--- config.mk ---
export PLATFORM = sky130hd
export DESIGN_NAME = dmem_port_arbiter
export DESIGN_NICKNAME = d
export VERILOG_FILES = /design/src/rtl/dmem_port_arbiter.sv
export SDC_FILE = /design/constraint.sdc
export NUM_CORES = 1
export LEC_CHECK = 0
export CAP_MARGIN = 20
export CORE_MARGIN = 8
export CORE_UTILIZATION = 33
export DETAILED_ROUTE_END_ITERATION = 10
export PLACE_DENSITY = 0.78
export SLEW_MARGIN = 20
export SYNTH_ARGS = -nofsm -noshare
export SYNTH_HDL_FRONTEND = slang
export SYNTH_SLANG_ARGS = --single-unit
--- constraint.sdc ---
create_clock -name clk -period 2.4 [get_ports clk]
set_input_delay 0.48 -clock clk [delete_from_list [all_inputs] [get_ports clk]]
set_output_delay 0.48 -clock clk [all_outputs]
set_load 0.01 [all_outputs]
--- src/rtl/dmem_port_arbiter.sv ---
// dmem_port_arbiter: round-robin CPU/host data-memory arbiter with capped host burst lock and MMIO result register
module dmem_port_arbiter #(
    parameter logic [31:0] MMIO_ADDR = 32'h02000000,
    parameter int unsigned LOCK_MAX  = 8
) (
    input  logic        clk,
    input  logic        reset,
    input  logic        cpu_req,
    input  logic        cpu_we,
    input  logic [31:0] cpu_addr,
    input  logic [31:0] cpu_wdata,
    output logic        cpu_stall,
    output logic [31:0] cpu_rdata,
    output logic        cpu_rvalid,
    input  logic        host_req,
    input  logic        host_lock,
    input  logic        host_we,
    input  logic [31:0] host_addr,
    input  logic [31:0] host_wdata,
    output logic        host_gnt,
    output logic [31:0] host_rdata,
    output logic        host_rvalid,
    output logic        mem_we,
    output logic [31:0] mem_addr,
    output logic [31:0] mem_wdata,
    input  logic [31:0] mem_rdata,
    output logic [7:0]  result,
    output logic        result_valid
);
    localparam logic [7:0] LMAX = 8'(LOCK_MAX);

    typedef enum logic [1:0] {IDLE, CPU_OWN, HOST_OWN, HOST_LOCKED} state_t;

    state_t      r_state, w_state_nxt;
    logic        r_ptr_host, w_ptr_nxt;
    logic [7:0]  r_lock_cnt, w_lock_cnt_nxt;
    logic        w_lock_hold, w_force_cpu, w_cpu_gnt, w_host_gnt, w_we, w_mmio;
    logic [31:0] w_addr, w_wdata, w_rdata;
    logic [7:0]  r_result;
    logic        r_result_valid, r_rd_cpu, r_rd_host, r_rd_mmio;
    logic [31:0] r_cpu_rdata, r_host_rdata;

    // A held lock overrides the pointer until the cap is hit while the CPU is waiting
    always_comb begin
        w_lock_hold    = (r_state == HOST_LOCKED) && host_req && host_lock;
        w_force_cpu    = w_lock_hold && cpu_req && (r_lock_cnt == LMAX);
        w_host_gnt     = w_lock_hold ? !w_force_cpu : host_req && (!cpu_req || r_ptr_host);
        w_cpu_gnt      = w_lock_hold ? w_force_cpu : cpu_req && (!host_req || !r_ptr_host);
        w_state_nxt    = w_cpu_gnt ? CPU_OWN : w_host_gnt ? (host_lock ? HOST_LOCKED : HOST_OWN) : IDLE;
        w_lock_cnt_nxt = !(w_host_gnt && host_lock) ? 8'd0 :
                         !w_lock_hold ? 8'd1 :
                         (r_lock_cnt == LMAX) ? LMAX : r_lock_cnt + 8'd1;
        w_ptr_nxt      = w_cpu_gnt ? 1'b1 : w_host_gnt ? 1'b0 : r_ptr_host;
    end

    always_ff @(posedge clk) begin
        if (!reset) begin
            r_state    <= IDLE;
            r_ptr_host <= 1'b0;
            r_lock_cnt <= 8'd0;
        end else begin
            r_state    <= w_state_nxt;
            r_ptr_host <= w_ptr_nxt;
            r_lock_cnt <= w_lock_cnt_nxt;
        end
    end

    assign w_we      = w_cpu_gnt ? cpu_we : w_host_gnt && host_we;
    assign w_addr    = w_cpu_gnt ? cpu_addr : w_host_gnt ? host_addr : '0;
    assign w_wdata   = w_cpu_gnt ? cpu_wdata : w_host_gnt ? host_wdata : '0;
    assign w_mmio    = (w_cpu_gnt || w_host_gnt) && (w_addr == MMIO_ADDR);
    assign w_rdata   = r_rd_mmio ? {24'b0, r_result} : mem_rdata;

    assign mem_we    = w_we && !w_mmio;
    assign mem_addr  = w_addr;
    assign mem_wdata = w_wdata;
    assign host_gnt  = w_host_gnt;
    assign cpu_stall = cpu_req && !w_cpu_gnt;

    // Each master's rdata is live on its rvalid cycle and holds its last value otherwise
    assign cpu_rvalid   = r_rd_cpu;
    assign host_rvalid  = r_rd_host;
    assign cpu_rdata    = r_rd_cpu ? w_rdata : r_cpu_rdata;
    assign host_rdata   = r_rd_host ? w_rdata : r_host_rdata;
    assign result       = r_result;
    assign result_valid = r_result_valid;

    always_ff @(posedge clk) begin
        if (!reset) begin
            r_result       <= 8'd0;
            r_result_valid <= 1'b0;
            r_rd_cpu       <= 1'b0;
            r_rd_host      <= 1'b0;
            r_rd_mmio      <= 1'b0;
            r_cpu_rdata    <= '0;
            r_host_rdata   <= '0;
        end else begin
            r_result_valid <= w_we && w_mmio;
            if (w_we && w_mmio)
                r_result <= w_wdata[7:0];
            r_rd_cpu  <= w_cpu_gnt && !cpu_we;
            r_rd_host <= w_host_gnt && !host_we;
            r_rd_mmio <= w_mmio;
            if (r_rd_cpu)
                r_cpu_rdata <= w_rdata;
            if (r_rd_host)
                r_host_rdata <= w_rdata;
        end
    end
endmodule

==> results by group, run 1 <==
Global routing
  – Number of global-route vias before repair: 5879
  – Global-route usage over all layers: 0.217
  – Grt ovf: 0
  – First-pass GRT wire length: 31.2 mm
  – Largest net degree at the start of global routing: 50
  – Initial antenna violation count: 0

Worst setup path
  – CP max FO: 3
  – Crit Path Class: flip-flop to primary output
  – Worst EP arrival: 2.23 ns
  – Critical path startpoint category: flip-flop
  – Worst EP required: 1.92 ns
  – Crit. End Element: primary output
  – CP peak stage delay: 0.32 ns
  – CP dominant cell by count: buf_4
  – Reg2reg setup slack: -0.23 ns
  – CP max stage cell: dfxtp_2
  – Cells along the critical path: inv_2, ha_4, and4b_2, nand2_4, buf_4, a21oi_1, o211ai_1, a211o_1, nor2_2, nor2_1, buf_4

Power and ir drop
  – VDD IR-drop max: 261 µV
  – Cell area power density: 477 nW/µm²
  – Total power draw: 4.38 mW
  – Leakage power figure: 4.09 nW

Synthesis
  – Number of enable flip-flop cells after synthesis: 0
  – Main synth FF type: dfxtp_1
  – Mean Syn Cell Area: 9.27 µm²
  – Mapped Cells: 497
  – Sequential area share after synthesis: 0.378
  – Synth cell types: 46
  – Post-synthesis cell area: 4610 µm²
  – Syn Nets: 666
  – Post-synthesis register bit count: 87
  – Fraction of registers with async set/reset: 0
  – YS warnings: 0

Clock network
  – Skew-Pair Late Insertion Delay: 0.33 ns
  – H-Tree Depth: 3
  – TritonCTS clock tree: done
  – Clock transition at path regs: 0.06 ns
  – Hold-fix buffers, CTS: 0
  – Bufs on Longest Clock Path: 2
  – Total CTS buffers: 9
  – Clock Tree Root: clkbuf_16
  – CTS sink cnt: 87

Final layout
  – Commonest non-fill, non-tap cell in the layout: clkdlybuf4s50_1
  – Final Cell Area: 9190 µm²
  – Layout Nets: 1048
  – Commonest non-fill, non-tap cells in the layout: clkdlybuf4s50_1 (206), dfxtp_1 (80), and2_1 (65), buf_4 (63), a22o_1 (62)
  – Layout cell share with drive strength beyond 1: 0.319
  – Final Util: 0.668
  – Area grow syn2layout: 99.6%
  – Post-route non-filler standard cell count: 1062
  – Ant diodes: 0

Die
  – Core area: 13800 µm²
  – Die area: 18000 µm²
  – Rows: 43
  – Die Ht: 134 µm
  – Die width: 134 µm
  – Top Ports: 309
  – Initial core utilization: 0.334

Drt
  – DRT Pass-1 Iters: 4
  – Via count: 5387
  – DR iter-0 viols: 237
  – WL per Instance: 19.5 µm
  – DRT antenna net count: 0
  – Drc violations: 0
  – Via density: 5.07
  – WL final: 20.8 mm

Run
  – MaxCap Viol Count: 0

Timing
  – Final min period: 2.71 ns
  – Tcrit/Tclk final: 1.13
  – Final setup fails: 75
  – Setup TNS: -16.65 ns
  – Max Clk Rate: 369 MHz
  – RSZ-0062 raised after global routing: yes
  – Worst Tran Pin Value: 0.439 ns
  – Final Skew: 0.00798 ns
  – Setup WS post-layout: -0.311 ns
  – Final number of max-transition violations: 0
  – Final hold slack: 0.543 ns
  – Final hold vios: 0
  – Slew HR: 0.707

Run status
  – Run status: finished, violations left
  – Violated checks: negative setup slack

Placement
  – Cells after DPL: 1014
  – Gpl congestion: 0.874
  – Dpl hpwl: 16.0 mm
  – Pre-CTS WS: -0.999 ns
  – Port bufs: 308
  – Placement Cell Area: 8320 µm²

Min path
  – Hold Path Class: flip-flop to flip-flop
[kinds of logic after synthesis]
group,Yosys count,synth area share
DFF,87,0.378
adders and majority gates,2,0.00543
buffers and inverters,45,0.0380
xor gates and xnor gates,6,0.0114
and+or+nand+nor,193,0.245
AOI/OAI and AO/OA,107,0.185
muxes,57,0.137
[metal layers]
| layer | part of all wire | global-route usage | up-vias |
|---|---|---|---|
| met5 | 0 | 0 | - |
| met4 | 0.050 | 0.111 | 0 |
| met3 | 0.080 | 0.0692 | 61 |
| met2 | 0.52 | 0.409 | 258 |
| met1 | 0.35 | 0.206 | 2512 |
| li1 | - | - | 2556 |
[state kept, by name (all words and copies together) (netlist names)]
name,count
cpu_rvalid,1
host_rvalid,1
r_cpu_rdata,32
r_host_rdata,32
r_lock_cnt,8
r_ptr_host,1
r_rd_mmio,1
r_state,2
result,8
result_valid,1
[cells in the mapped netlist (8+ instances only)]
cell | n | area share
or4_1 | 10 | 0.016
mux2i_1 | 9 | 0.020
mux2_2 | 48 | 0.12
nor4_1 | 12 | 0.016
inv_1 | 9 | 0.0073
clkbuf_1 | 24 | 0.020
nand3_1 | 9 | 0.0098
dfxtp_1 | 87 | 0.38
nand2_1 | 13 | 0.011
nor2_1 | 36 | 0.029
a21oi_1 | 21 | 0.023
a22o_1 | 63 | 0.12
o211a_1 | 8 | 0.017
buf_1 | 8 | 0.0065
and2_1 | 65 | 0.088
nor2b_1 | 25 | 0.034
[timing repair]
item                       4_1_cts  5_1_grt
resized for setup              375       62
cloned                           7        2
setup buffers                   19        9
setup endpoints to repair       78       95
pin swaps                       66       31
[final cells by class]
cell class,instances,area [µm²]
Clock buffer,10,239
Clock inverter,4,95.1
Tap cell,180,225
Fill cell,1131,4580
Timing Repair Buffer,406,3960
Multi-Input combinational cell,365,2880
Sequential cell,87,1750
Inverter,10,42.5
[final timing paths]
path	start	endpoint	depth (start not counted)
setup / recovery	r_lock_cnt[1]	mem_we	11
hold / removal	result[4]	result[4]	1
setup reg to reg	r_lock_cnt[1]	result[5]	12
hold reg to reg	result[4]	result[4]	1
[critical path: cells and delay by family (launching register included)]
family	cells	cell delay (ns)
AO/OA/AOI/OAI	3	0.60
AND/OR/NAND/NOR	4	0.47
flip-flops	1	0.32
adder cells (fa/ha/maj)	1	0.13
buffers and inverters	3	0.37
[power breakdown]
part | switching (mW) | internal (mW)
clock | 0.527 | 1.03
sequential | 0.0151 | 1.49
combinational | 0.531 | 0.792
Power figures use the tool's default switching activity.
==> run 2, diff against run 1 <==
Settings changed: CTS_BUF_LIST set to sky130_fd_sc_hd__clkbuf_4 sky130_fd_sc_hd__clkbuf_8.
==> results by group, run 2 (same netlist as run 1, synthesis figures left out) <==
Clock network
  – TritonCTS clock tree: done
  – Clock transition at path regs: 0.08 ns
  – Bufs on Longest Clock Path: 2
  – CTS sink cnt: 87
  – Clock Tree Root: clkbuf_8
  – H-Tree Depth: 3
  – Total CTS buffers: 9
  – Hold-fix buffers, CTS: 0
  – Skew-Pair Late Insertion Delay: 0.35 ns

Timing
  – Max Clk Rate: 360 MHz
  – Setup WS post-layout: -0.374 ns
  – Final min period: 2.77 ns
  – Final Skew: 0.0101 ns
  – Final setup fails: 75
  – Final number of max-transition violations: 0
  – Worst Tran Pin Value: 0.437 ns
  – Slew HR: 0.709
  – Final hold vios: 0
  – RSZ-0062 raised after global routing: yes
  – Tcrit/Tclk final: 1.16

Power and ir drop
  – Total power draw: 4.02 mW
  – VDD IR-drop max: 225 µV
  – Cell area power density: 436 nW/µm²
  – Leakage power figure: 4.48 nW

Die
  – Initial core utilization: 0.334
  – Die Ht: 134 µm
  – Die area: 18000 µm²
  – Core area: 13800 µm²
  – Rows: 43
  – Die width: 134 µm
  – Top Ports: 309

Run status
  – Violated checks: negative setup slack
  – Run status: finished, violations left

Drt
  – DRT antenna net count: 0
  – WL final: 21.0 mm
  – DR iter-0 viols: 189
  – DRT Pass-1 Iters: 4
  – WL per Instance: 19.7 µm
  – Via count: 5386
  – Drc violations: 0
  – Via density: 5.06

Run
  – MaxCap Viol Count: 0

Global routing
  – Largest net degree at the start of global routing: 50
  – Initial antenna violation count: 0
  – First-pass GRT wire length: 30.8 mm
  – Number of global-route vias before repair: 5736
  – Global-route usage over all layers: 0.213
  – Grt ovf: 0

Final layout
  – Biggest regs: r_cpu_rdata: 32 flops, r_host_rdata: 32 flops
  – Area grow syn2layout: 101%
  – Layout Nets: 1051
  – Commonest non-fill, non-tap cells in the layout: clkdlybuf4s50_1 (188), dfxtp_1 (79), buf_4 (66), and2_1 (65), a22o_1 (63)
  – Final Util: 0.671
  – Layout cell share with drive strength beyond 1: 0.332
  – Final Cell Area: 9240 µm²
  – Commonest non-fill, non-tap cell in the layout: clkdlybuf4s50_1
  – Ant diodes: 0

Placement
  – Gpl congestion: 0.874
  – Dpl hpwl: 16.0 mm
  – Placement Cell Area: 8320 µm²
  – Port bufs: 308

Worst setup path
  – Critical path startpoint category: flip-flop
  – Worst EP arrival: 2.29 ns
  – Crit. End Element: primary output
  – Crit Path Class: flip-flop to primary output
  – CP max FO: 3
  – Worst EP required: 1.92 ns

Min path
  – Hold Path Class: flip-flop to flip-flop
run 2: cell types whose count changed in the layout (fill, tap and decap cells not counted), sizes merged:
cell / before / now
buf: 163 / 160
dlymetal6s2s: 5 / 28
clkdlybuf4s15: 0 / 3
dlygate4sd2: 29 / 24
clkbuf: 13 / 15
clkdlybuf4s50: 206 / 188
bufbuf: 0 / 1
run 2: per-layer routing:
metal,wire [µm],vias up,GRT usage,share of wire
met5,0,-,0,0
met2,11000,239,0.405,0.52
li1,-,2560,-,-
met1,7540,2539,0.208,0.36
met3,1550,48,0.0703,0.074
met4,886,0,0.0836,0.042
run 2: repair_timing:
item,4_1_cts,5_1_grt
setup buffers,18,13
pin swaps,39,22
endpoints found under the setup margin,81,124
hold endpoints to repair,0,0
resized for setup,351,105
gates cloned,4,6
run 2: final timing paths:
| kind | slack, ns | depth (start not counted) | end | from |
|---|---|---|---|---|
| setup / recovery | -0.37 | 10 | mem_we | r_lock_cnt[7] |
| hold / removal | 0.54 | 1 | result[4] | result[4] |
| setup reg to reg | -0.31 | 11 | result[1] | r_lock_cnt[7] |
| hold reg to reg | 0.54 | 1 | result[4] | result[4] |
run 2: final cells by class:
cell class,count,area (µm²)
clock buffers,10,138
fillers,1110,4540
well taps,180,225
repair buffers,409,4080
multi-input cells,365,2910
flip-flops and latches,87,1750
inverters,10,42.5
clock inverters,4,95.1
run 2: report_power, final:
group          switching (mW)  internal, mW
Combinational           0.533         0.794
Clock                   0.490         0.707
Sequential             0.0151          1.48
run 2: worst max-delay path, stage by stage (launching register included):
cell and delay [ns]:
dfxtp_2 0.34, nor4_4 0.25, buf_4 0.18, nand4b_4 0.12, o21ai_4 0.21, buf_6 0.15, nand3b_1 0.10, a211o_1 0.33
nor2_2 0.08, nor2_1 0.05, buf_4 0.15
run 2: stage by stage:
stage | cells | setup TNS [ns] | hold slack, ns | setup WS, ns
after floorplan | 497 | -3.18 | 0.492 | -0.0694
after global placement | 1014 | -56.87 | 0.520 | -1.00
after detailed placement | 1014 | -58.01 | 0.527 | -0.999
after CTS | 1048 | -16.13 | 0.545 | -0.332
after global routing | 1065 | -28.31 | 0.567 | -0.488
final | 1065 | -21.00 | 0.542 | -0.374
